--- src/rtl/mps_row_scheduler.sv ---
// Row readout sequencer: walks the rows of a frame, latches the column hit
// flags of each row and serialises every hit as a 24-bit word over valid/ready.
module mps_row_scheduler #(
  parameter int unsigned ROWS   = 128,
  parameter int unsigned SETTLE = 2
) (
  input  logic        clk,
  input  logic        reset,
  input  logic        start,
  input  logic        stop,
  input  logic [31:0] hit_flags,
  input  logic        hit_ready,
  output logic [6:0]  row_addr,
  output logic        row_en,
  output logic [31:0] col_clear,
  output logic        hit_valid,
  output logic [23:0] hit_data,
  output logic        frame_done,
  output logic        busy
);

  localparam int unsigned ROW_W = 7;
  localparam int unsigned COL_W = 5;
  localparam int unsigned FC_W  = 12;
  localparam int unsigned NCOL  = 32;
  localparam int unsigned CNT_W = (SETTLE > 1) ? $clog2(SETTLE) : 1;

  typedef enum logic [2:0] {
    S_IDLE,
    S_SELECT,
    S_LATCH,
    S_ARB,
    S_NEXT
  } state_t;

  state_t            state;
  logic [NCOL-1:0]   pending;
  logic              stop_req;
  logic [CNT_W-1:0]  settle_cnt;
  logic [FC_W-1:0]   frame_cnt;

  logic              accept;
  logic              last_row;
  logic [COL_W-1:0]  cur_col;
  logic [COL_W-1:0]  nxt_col;
  logic [NCOL-1:0]   nxt_pending;

  // Index of the lowest set bit; zero when no bit is set.
  function automatic logic [COL_W-1:0] lowest_col(input logic [NCOL-1:0] v);
    lowest_col = '0;
    for (int i = NCOL - 1; i >= 0; i--) begin
      if (v[i]) lowest_col = COL_W'(i);
    end
  endfunction

  // Pending-set update and the column the next word will carry.
  always_comb begin
    accept      = hit_valid && hit_ready;
    last_row    = (row_addr == ROW_W'(ROWS - 1));
    cur_col     = lowest_col(pending);
    nxt_pending = pending;
    if (state == S_LATCH) begin
      nxt_pending = hit_flags;
    end else if ((state == S_ARB) && accept) begin
      nxt_pending = pending & ~(NCOL'(1) << cur_col);
    end
    nxt_col = lowest_col(nxt_pending);
  end

  // Scan FSM; every output is registered and set on the transition into its cycle.
  always_ff @(posedge clk) begin
    if (reset) begin
      state      <= S_IDLE;
      row_addr   <= '0;
      row_en     <= 1'b0;
      col_clear  <= '0;
      hit_valid  <= 1'b0;
      hit_data   <= '0;
      frame_done <= 1'b0;
      busy       <= 1'b0;
      pending    <= '0;
      stop_req   <= 1'b0;
      settle_cnt <= '0;
      frame_cnt  <= '0;
    end else begin
      col_clear  <= '0;
      frame_done <= 1'b0;
      pending    <= nxt_pending;
      if (state != S_IDLE) stop_req <= stop_req | stop;

      case (state)
        S_IDLE: begin
          if (start) begin
            state      <= S_SELECT;
            row_addr   <= '0;
            row_en     <= 1'b1;
            busy       <= 1'b1;
            settle_cnt <= '0;
          end
        end

        S_SELECT: begin
          if (settle_cnt == CNT_W'(SETTLE - 1)) begin
            state <= S_LATCH;
          end else begin
            settle_cnt <= settle_cnt + CNT_W'(1);
          end
        end

        S_LATCH: begin
          state     <= S_ARB;
          hit_valid <= (nxt_pending != '0);
          if (nxt_pending != '0) hit_data <= {row_addr, nxt_col, frame_cnt};
        end

        S_ARB: begin
          if (accept) col_clear <= NCOL'(1) << cur_col;
          if (pending == '0) begin
            state      <= S_NEXT;
            row_en     <= 1'b0;
            hit_valid  <= 1'b0;
            frame_done <= last_row;
          end else begin
            hit_valid <= (nxt_pending != '0);
            if (nxt_pending != '0) hit_data <= {row_addr, nxt_col, frame_cnt};
          end
        end

        S_NEXT: begin
          if (!last_row) begin
            row_addr   <= row_addr + ROW_W'(1);
            state      <= S_SELECT;
            row_en     <= 1'b1;
            settle_cnt <= '0;
          end else begin
            frame_cnt <= frame_cnt + FC_W'(1);
            row_addr  <= '0;
            if (stop_req || stop) begin
              state    <= S_IDLE;
              busy     <= 1'b0;
              stop_req <= 1'b0;
            end else begin
              state      <= S_SELECT;
              row_en     <= 1'b1;
              settle_cnt <= '0;
            end
          end
        end

        default: begin
          state <= S_IDLE;
          busy  <= 1'b0;
        end
      endcase
    end
  end

endmodule
--- config.mk ---
export PLATFORM = sky130hd
export DESIGN_NAME = mps_row_scheduler
export DESIGN_NICKNAME = d
export VERILOG_FILES = /design/src/rtl/mps_row_scheduler.sv
export SDC_FILE = /design/constraint.sdc
export NUM_CORES = 1
export LEC_CHECK = 0
export ABC_CLOCK_PERIOD_IN_PS = 3100
export BUFFER_PORTS_ARGS = -buffer_cell sky130_fd_sc_hd__buf_2
export CAP_MARGIN = 30
export CORE_AREA = 2 2 144 146
export DETAILED_ROUTE_END_ITERATION = 12
export DIE_AREA = 0 0 146 148
export PLACE_DENSITY_LB_ADDON = 0.1
export SETUP_SLACK_MARGIN = 0.05
export SYNTH_ARGS = -nofsm -noshare
export SYNTH_HDL_FRONTEND = slang
export SYNTH_SLANG_ARGS = --single-unit
--- constraint.sdc ---
create_clock -name clk -period 3.1 [get_ports clk]
set_input_delay 0.465 -clock clk [delete_from_list [all_inputs] [get_ports clk]]
set_output_delay 0.465 -clock clk [all_outputs]
set_load 0.005 [all_outputs]
==> reports/summary.txt, run 1 <==
Run status: finished with violations
Failing checks: negative setup slack
Crit-path max FO: 5
Post-synth EDFFs: 0
Pin count of the biggest net entering global routing: 37
Bufs on Longest Clock Path: 2
Antenna violations before repair: 0
Die ar.: 21600 um^2
Post-route minimum period: 3.39 ns
First-pass GRT wire length: 33800 um
CP max-delay cell: or4_4
Adder-cell share of the synthesized area: 0.425%
Buf/Inv on CP: 3
Area share of the largest cell type after synthesis: 39.4%
Reg2reg end: hit_data[15]$_SDFFE_PP0P_
Initial cell density of the core: 29.4%
Vias in the first global route: 6186
Dominant cells by area after synthesis: dfxtp_1, nor2_1, mux2i_1
CTS HTree Levels: 4
Simple-gate area share of the yosys netlist: 25.7%
Post-layout nets: 1015
RSZ-0062 raised after global routing: true
Clk_lat worst skew: 0.42 ns
Max-Cap Viols: 0
Seq/Total Area, Yosys: 39.4%
# DRC: 0
Design area: 9180 um^2
Layout cells sized above 1: 42.9%
Initial DRC count: 300
Crit-path max cell delay: 0.59 ns
Mux cell area share after synthesis: 7.20%
Root buffer cell: clkbuf_16
CTS tree: yes
Synth area leader: dfxtp_1
Warnings, synthesis: 0
Synth Area in XOR/XNOR: 1.04%
GPL Wtd Cong: 0.899
Core Area: 20000 um^2
#FFs+latches synth: 116
Wire length per cell: 17.6 um
Overall Global Routing Usage: 20.1%
Grt total ovfl: 0
Critical R2R Launch: pending[16]$_SDFF_PP0_
Worst Skew: 0.00817 ns
Sink Count: 116
Flop2flop setup slack: -0.29 ns
Clock Pin Slew Worst Setup and Hold Paths: 0.05 ns
Hold path cells: 3
Top FF cell, synth: dfxtp_1
Max-slew violation count: 0
Power, Total: 5300 uW
ANT nets after route: 0
Hold Startpoint: hit_flags[3]
Mapped Avg Cell Area: 8.63 um^2
Syn_nets: 722
Die width: 146 um
Worst setup EP type: register
Cts hold-fix bufs: 0
Max-slew headroom: 61.9%
Hold path endpoint: pending[3]$_SDFF_PP0_
CTS Buf Count: 17
Core Rows: 52
Mapped Cells: 683
First drt pass iteration count: 5
Worst EP required: 3.44 ns
Syn Std Cell Area: 5890 um^2
Detail Placement HPWL: 17300 um
Main combinational cell family by area after synthesis: simple AND/OR/NAND/NOR gates
Post-synth top cells: nor2_1, dfxtp_1, nand2_1
Setup WS post-layout: -0.290 ns
Crit path depth: 13
Synth-to-layout area growth: 55.7%
Max Clk Rate: 295 MHz
Power Density: 577 nW/um^2
Async SR Flop Fraction: 0%
Period utilisation layout: 109%
Worst R2R Path Depth: 13
Top delay family on crit path: simple AND/OR/NAND/NOR gates
Startpoint types: register
Slew @ Worst Pin: 0.562 ns
I/O Buffers: 103
Synth Area in Compound Gates: 22.8%
IO Count: 104
Worst Hold Class: in -> reg
Placed cell areas: 8080 um^2
Leakage power: 0.00419 uW
Vias: 6289
Hold violation count in the final report: 0
Crit-path cells: or4_4 > buf_4 > a21oi_4 > nand2_2 > and3_1 > a32oi_2 > nor4_2 > nand3b_1 > o21ai_4 > buf_12 > buf_6 > or4_1 > a21oi_1
Die span in y: 148 um
WP data arrival: 3.73 ns
Antenna Cells: 0
Final core occ: 45.8%
# setup viols final: 24
VDD IR max: 0.414 mV
Most common cell in the netlist: nor2_1
Crit Path Class: reg -> reg
Drt total wl: 22100 um
Via/cell ratio: 5.00
Yosys cell types: 93
## through the flow
step / setup WS, ns / std cells / setup TNS, ns / hold WS, ns
2_1_floorplan: -0.0795 / 683 / -1.19 / 0.453
3_3_place_gp: -0.521 / 1211 / -10.92 / 0.450
3_5_place_dp: -0.487 / 1211 / -10.14 / 0.447
4_1_cts: -0.273 / 1245 / -5.61 / 0.337
5_1_grt: -0.403 / 1258 / -7.95 / 0.373
6_report: -0.290 / 1258 / -4.97 / 0.351
## report_power, final
| part | switching [uW] | internal, uW | total [uW] |
|---|---|---|---|
| clock network | 745 | 1270 | 2010 |
| registers | 26.3 | 1520 | 1540 |
| logic | 894 | 847 | 1740 |
| total | 1670 | 3630 | 5300 |
## how the worst max path moves through the flow
stage / start / to / slack, ns
after global placement: pending[15]$_SDFF_PP0_ / hit_data[15]$_SDFFE_PP0P_ / -0.52
after CTS: pending[27]$_SDFF_PP0_ / hit_data[22]$_SDFFE_PP0P_ / -0.27
after detailed placement: pending[15]$_SDFF_PP0_ / hit_data[15]$_SDFFE_PP0P_ / -0.49
final: pending[16]$_SDFF_PP0_ / hit_data[15]$_SDFFE_PP0P_ / -0.29
after floorplan: pending[24]$_SDFF_PP0_ / hit_data[10]$_SDFFE_PP0P_ / -0.08
after global routing: pending[10]$_SDFF_PP0_ / hit_data[15]$_SDFFE_PP0P_ / -0.40
## cell type report
class,count,area (um^2)
Fill cell,2063,10900
Multi-Input combinational cell,526,3700
Sequential cell,116,2330
Timing Repair Buffer,305,2170
Clock buffer,17,425
Tap cell,270,338
Clock inverter,14,178
Inverter,10,37.5
## sequential cells by signal, summed over array words and instances (netlist names), 3 cells and up
name / count
frame_cnt: 12
hit_data: 24
pending: 32
state: 3
col_clear: 32
row_addr: 7
## repair_timing
action / in CTS / in global routing
gates cloned: 0 / 2
pin swaps: 1 / 15
gates resized for setup: 25 / 39
setup endpoints to repair: 25 / 25
buffers inserted: 3 / 11
## metal layers
| layer | part of all wire (%) | routed length [um] | track usage, % | vias up |
|---|---|---|---|---|
| li1 | - | - | - | 3080 |
| met1 | 46 | 10200 | 25.8 | 3007 |
| met2 | 47 | 10400 | 33.2 | 172 |
| met3 | 4.3 | 955 | 4.60 | 30 |
| met4 | 2.6 | 582 | 7.62 | 0 |
| met5 | 0 | 0 | 0 | - |
## kinds of logic after synthesis
group                    count (synthesis)
flip-flops                             116
adder cells (fa/ha/maj)                  2
XOR/XNOR                                 7
buffers and inverters                   41
AND/OR/NAND/NOR                        299
multiplexers                            42
AO/OA/AOI/OAI                          176
## cell usage in the layout (no fill, tap or decap), types with 5 or more instances in the layout
cell	netlist	final
dfxtp_2	0	7
clkbuf_16	0	19
a22oi_1	5	5
xor2_1	6	6
nand4_1	5	5
dfxtp_1	116	109
nand2_1	54	53
a21oi_1	40	36
nor2b_1	17	15
buf_2	8	103
o21ai_0	26	25
a211oi_1	6	5
nand3_1	11	11
and3_1	8	8
buf_6	1	5
nor4_2	3	6
o21bai_1	8	8
nor2_1	129	128
o21ai_2	1	6
or3_1	5	5
and2_1	6	5
or2_2	5	5
mux2i_1	39	39
buf_12	1	7
inv_1	8	8
nor3_1	16	14
buf_4	1	188
o211ai_1	8	8
a21o_1	6	6
## tightest hold or removal path: stages
cell     delay, ns
buf_2         0.10
nand2_1       0.08
a21oi_1       0.06
Power figures use the tool's default switching activity.
==> run 2: changes to the inputs <==
--- a/config.mk
+++ b/config.mk
@@ -12,6 +12,7 @@
 export DETAILED_ROUTE_END_ITERATION = 12
 export DIE_AREA = 0 0 146 148
 export PLACE_DENSITY_LB_ADDON = 0.1
+export RECOVER_POWER = 50
 export SETUP_SLACK_MARGIN = 0.05
 export SYNTH_ARGS = -nofsm -noshare
 export SYNTH_HDL_FRONTEND = slang
==> run 2 against run 1 <==
  * The run still ends with negative setup slack left
  * Highest routed layer unchanged
  * Sequential share of layout area rose by 0.15 points
  * Critical path depth fell by 1
  * Combinational power barely moved
  * Routed wire length fell by 0.15%
  * Sequential cell count did not move
  * Largest power group unchanged
  * Clock-buffer cell count did not move
  * Global-route usage did not move
  * Total power fell by 0.13%
  * Critical endpoint unchanged
==> reports/summary.txt, run 2 (synthesis results as in run 1) <==
Run status: finished with violations
Failing checks: negative setup slack
Slew @ Worst Pin: 0.581 ns
Pin count of the biggest net entering global routing: 37
Vias in the first global route: 6186
Sw Share: 31.4%
Placed cell count: 1211
CTS HTree Levels: 4
Hold violation count in the final report: 0
Sink Count: 116
Detail Placement HPWL: 17300 um
Worst Skew: 0.00842 ns
Synth-to-layout area growth: 54.8%
Design area: 9120 um^2
Root buffer cell: clkbuf_16
ANT nets after route: 0
I/O Buffers: 103
CTS tree: yes
Initial cell density of the core: 29.4%
Clock Pin Slew Worst Setup and Hold Paths: 0.06 ns
Core Area: 20000 um^2
Placed cell areas: 8080 um^2
Overall Global Routing Usage: 20.1%
GPL Wtd Cong: 0.899
Leakage power: 0.00403 uW
# setup viols final: 24
Max-slew headroom: 61.3%
Period utilisation layout: 109%
Worst EP required: 3.44 ns
Wire length per cell: 17.5 um
CTS Buf Count: 17
Drt total wl: 22000 um
Worst Hold Class: in -> reg
Crit-path max FO: 5
IO Count: 104
Post-layout nets: 1015
Core Rows: 52
Final Non-Filler Cells: 1258
Post-route minimum period: 3.37 ns
Seq pwr share: 29.2%
WP data arrival: 3.71 ns
Internal power: 3630 uW
Antenna violations before repair: 0
Clk_lat worst skew: 0.42 ns
Die width: 146 um
First-pass GRT wire length: 33800 um
Regs by FF count: col_clear x32, pending x32, hit_data x24
Clk network pwr share: 38.0%
Power Density: 580 nW/um^2
VDD IR max: 0.411 mV
Startpoint types: register
Max Clk Rate: 296 MHz
First drt pass iteration count: 5
Via/cell ratio: 5.00
RSZ-0062 raised after global routing: true
Combinational power share: 32.8%
Switching pwr: 1660 uW
Most common cell after layout, fill and taps aside: buf_4
Layout cells sized above 1: 39.1%
# DRC: 0
Initial DRC count: 324
Max-slew violation count: 0
Grt total ovfl: 0
Crit Path Class: reg -> reg
Max-Cap Viols: 0
Die ar.: 21600 um^2
Worst setup EP type: register
Bufs on Longest Clock Path: 2
Most frequent cells in the layout: buf_4, nor2_1, dfxtp_1
Antenna Cells: 0
Vias: 6296
Setup WS post-layout: -0.274 ns
Die span in y: 148 um
==> run 2: cell types whose count changed in the layout (fill, tap and decap cells not counted), sizes merged <==
cell and change:
buf -38, clkbuf +38
==> run 2: through the flow <==
| step | utilization [%] | setup WS, ns | TNS (ns) | total power, uW | hold slack (ns) |
|---|---|---|---|---|---|
| floorplan | - | -0.0795 | -1.19 | 2270 | 0.453 |
| global placement | 40.3 | -0.521 | -10.92 | 3090 | 0.450 |
| detailed placement | 40.3 | -0.487 | -10.14 | 3090 | 0.447 |
| CTS | 44.1 | -0.273 | -5.61 | 5170 | 0.337 |
| global route | 45.5 | -0.403 | -7.95 | 5510 | 0.373 |
| finish | 45.5 | -0.274 | -4.91 | 5290 | 0.352 |
==> run 2: cell type report <==
class	instances	area, um^2
Sequential cell	116	2330
Clock buffer	17	425
Multi-Input combinational cell	526	3700
Inverter	10	37.5
Fill cell	2087	10900
Timing Repair Buffer	305	2120
Tap cell	270	338
Clock inverter	14	178
==> run 2: layer usage <==
layer	up-vias	track usage, %	wire [um]
met4	0	7.62	599
met2	184	33.2	10300
met5	-	0	0
met1	2993	25.8	10000
met3	34	4.60	1090
li1	3085	-	-
==> run 2: path summary, 6_finish.rpt <==
kind,startpoint,to,slack [ns],depth (start not counted)
min,hit_flags[3],pending[3]$_SDFF_PP0_,0.35,3
min reg2reg,hit_data[15]$_SDFFE_PP0P_,hit_data[15]$_SDFFE_PP0P_,0.47,2
max,pending[23]$_SDFF_PP0_,hit_data[15]$_SDFFE_PP0P_,-0.27,12
max reg2reg,pending[23]$_SDFF_PP0_,hit_data[15]$_SDFFE_PP0P_,-0.27,12
==> run 2: timing repair <==
action / 4_1_cts / 5_1_grt
endpoints found under the setup margin: 25 / 25
hold buffers: 0 / 0
pin swaps: 1 / 15
gates resized for setup: 25 / 39
buffers inserted: 3 / 11
gates cloned: 0 / 2
hold endpoints to repair: 0 / 0
==> run 2: critical path, stage by stage (launching register included) <==
cell and delay [ns]:
dfxtp_2 0.33, or4_4 0.58, a211oi_4 0.29, o21bai_2 0.10, buf_4 0.16, and4_1 0.22, o32a_1 0.45, nand3b_1 0.20
o21ai_4 0.09, buf_12 0.16, buf_6 0.11, or4_1 0.47, a21oi_1 0.14
==> run 2: power by group through the flow <==
stage | combinational, uW | sequential, uW | clock (uW)
after floorplan | 705 | 1570 | 0
after global placement | 1520 | 1570 | 0
after detailed placement | 1520 | 1570 | 0
after CTS | 1580 | 1540 | 2050
after global routing | 1840 | 1550 | 2120
final | 1740 | 1540 | 2010
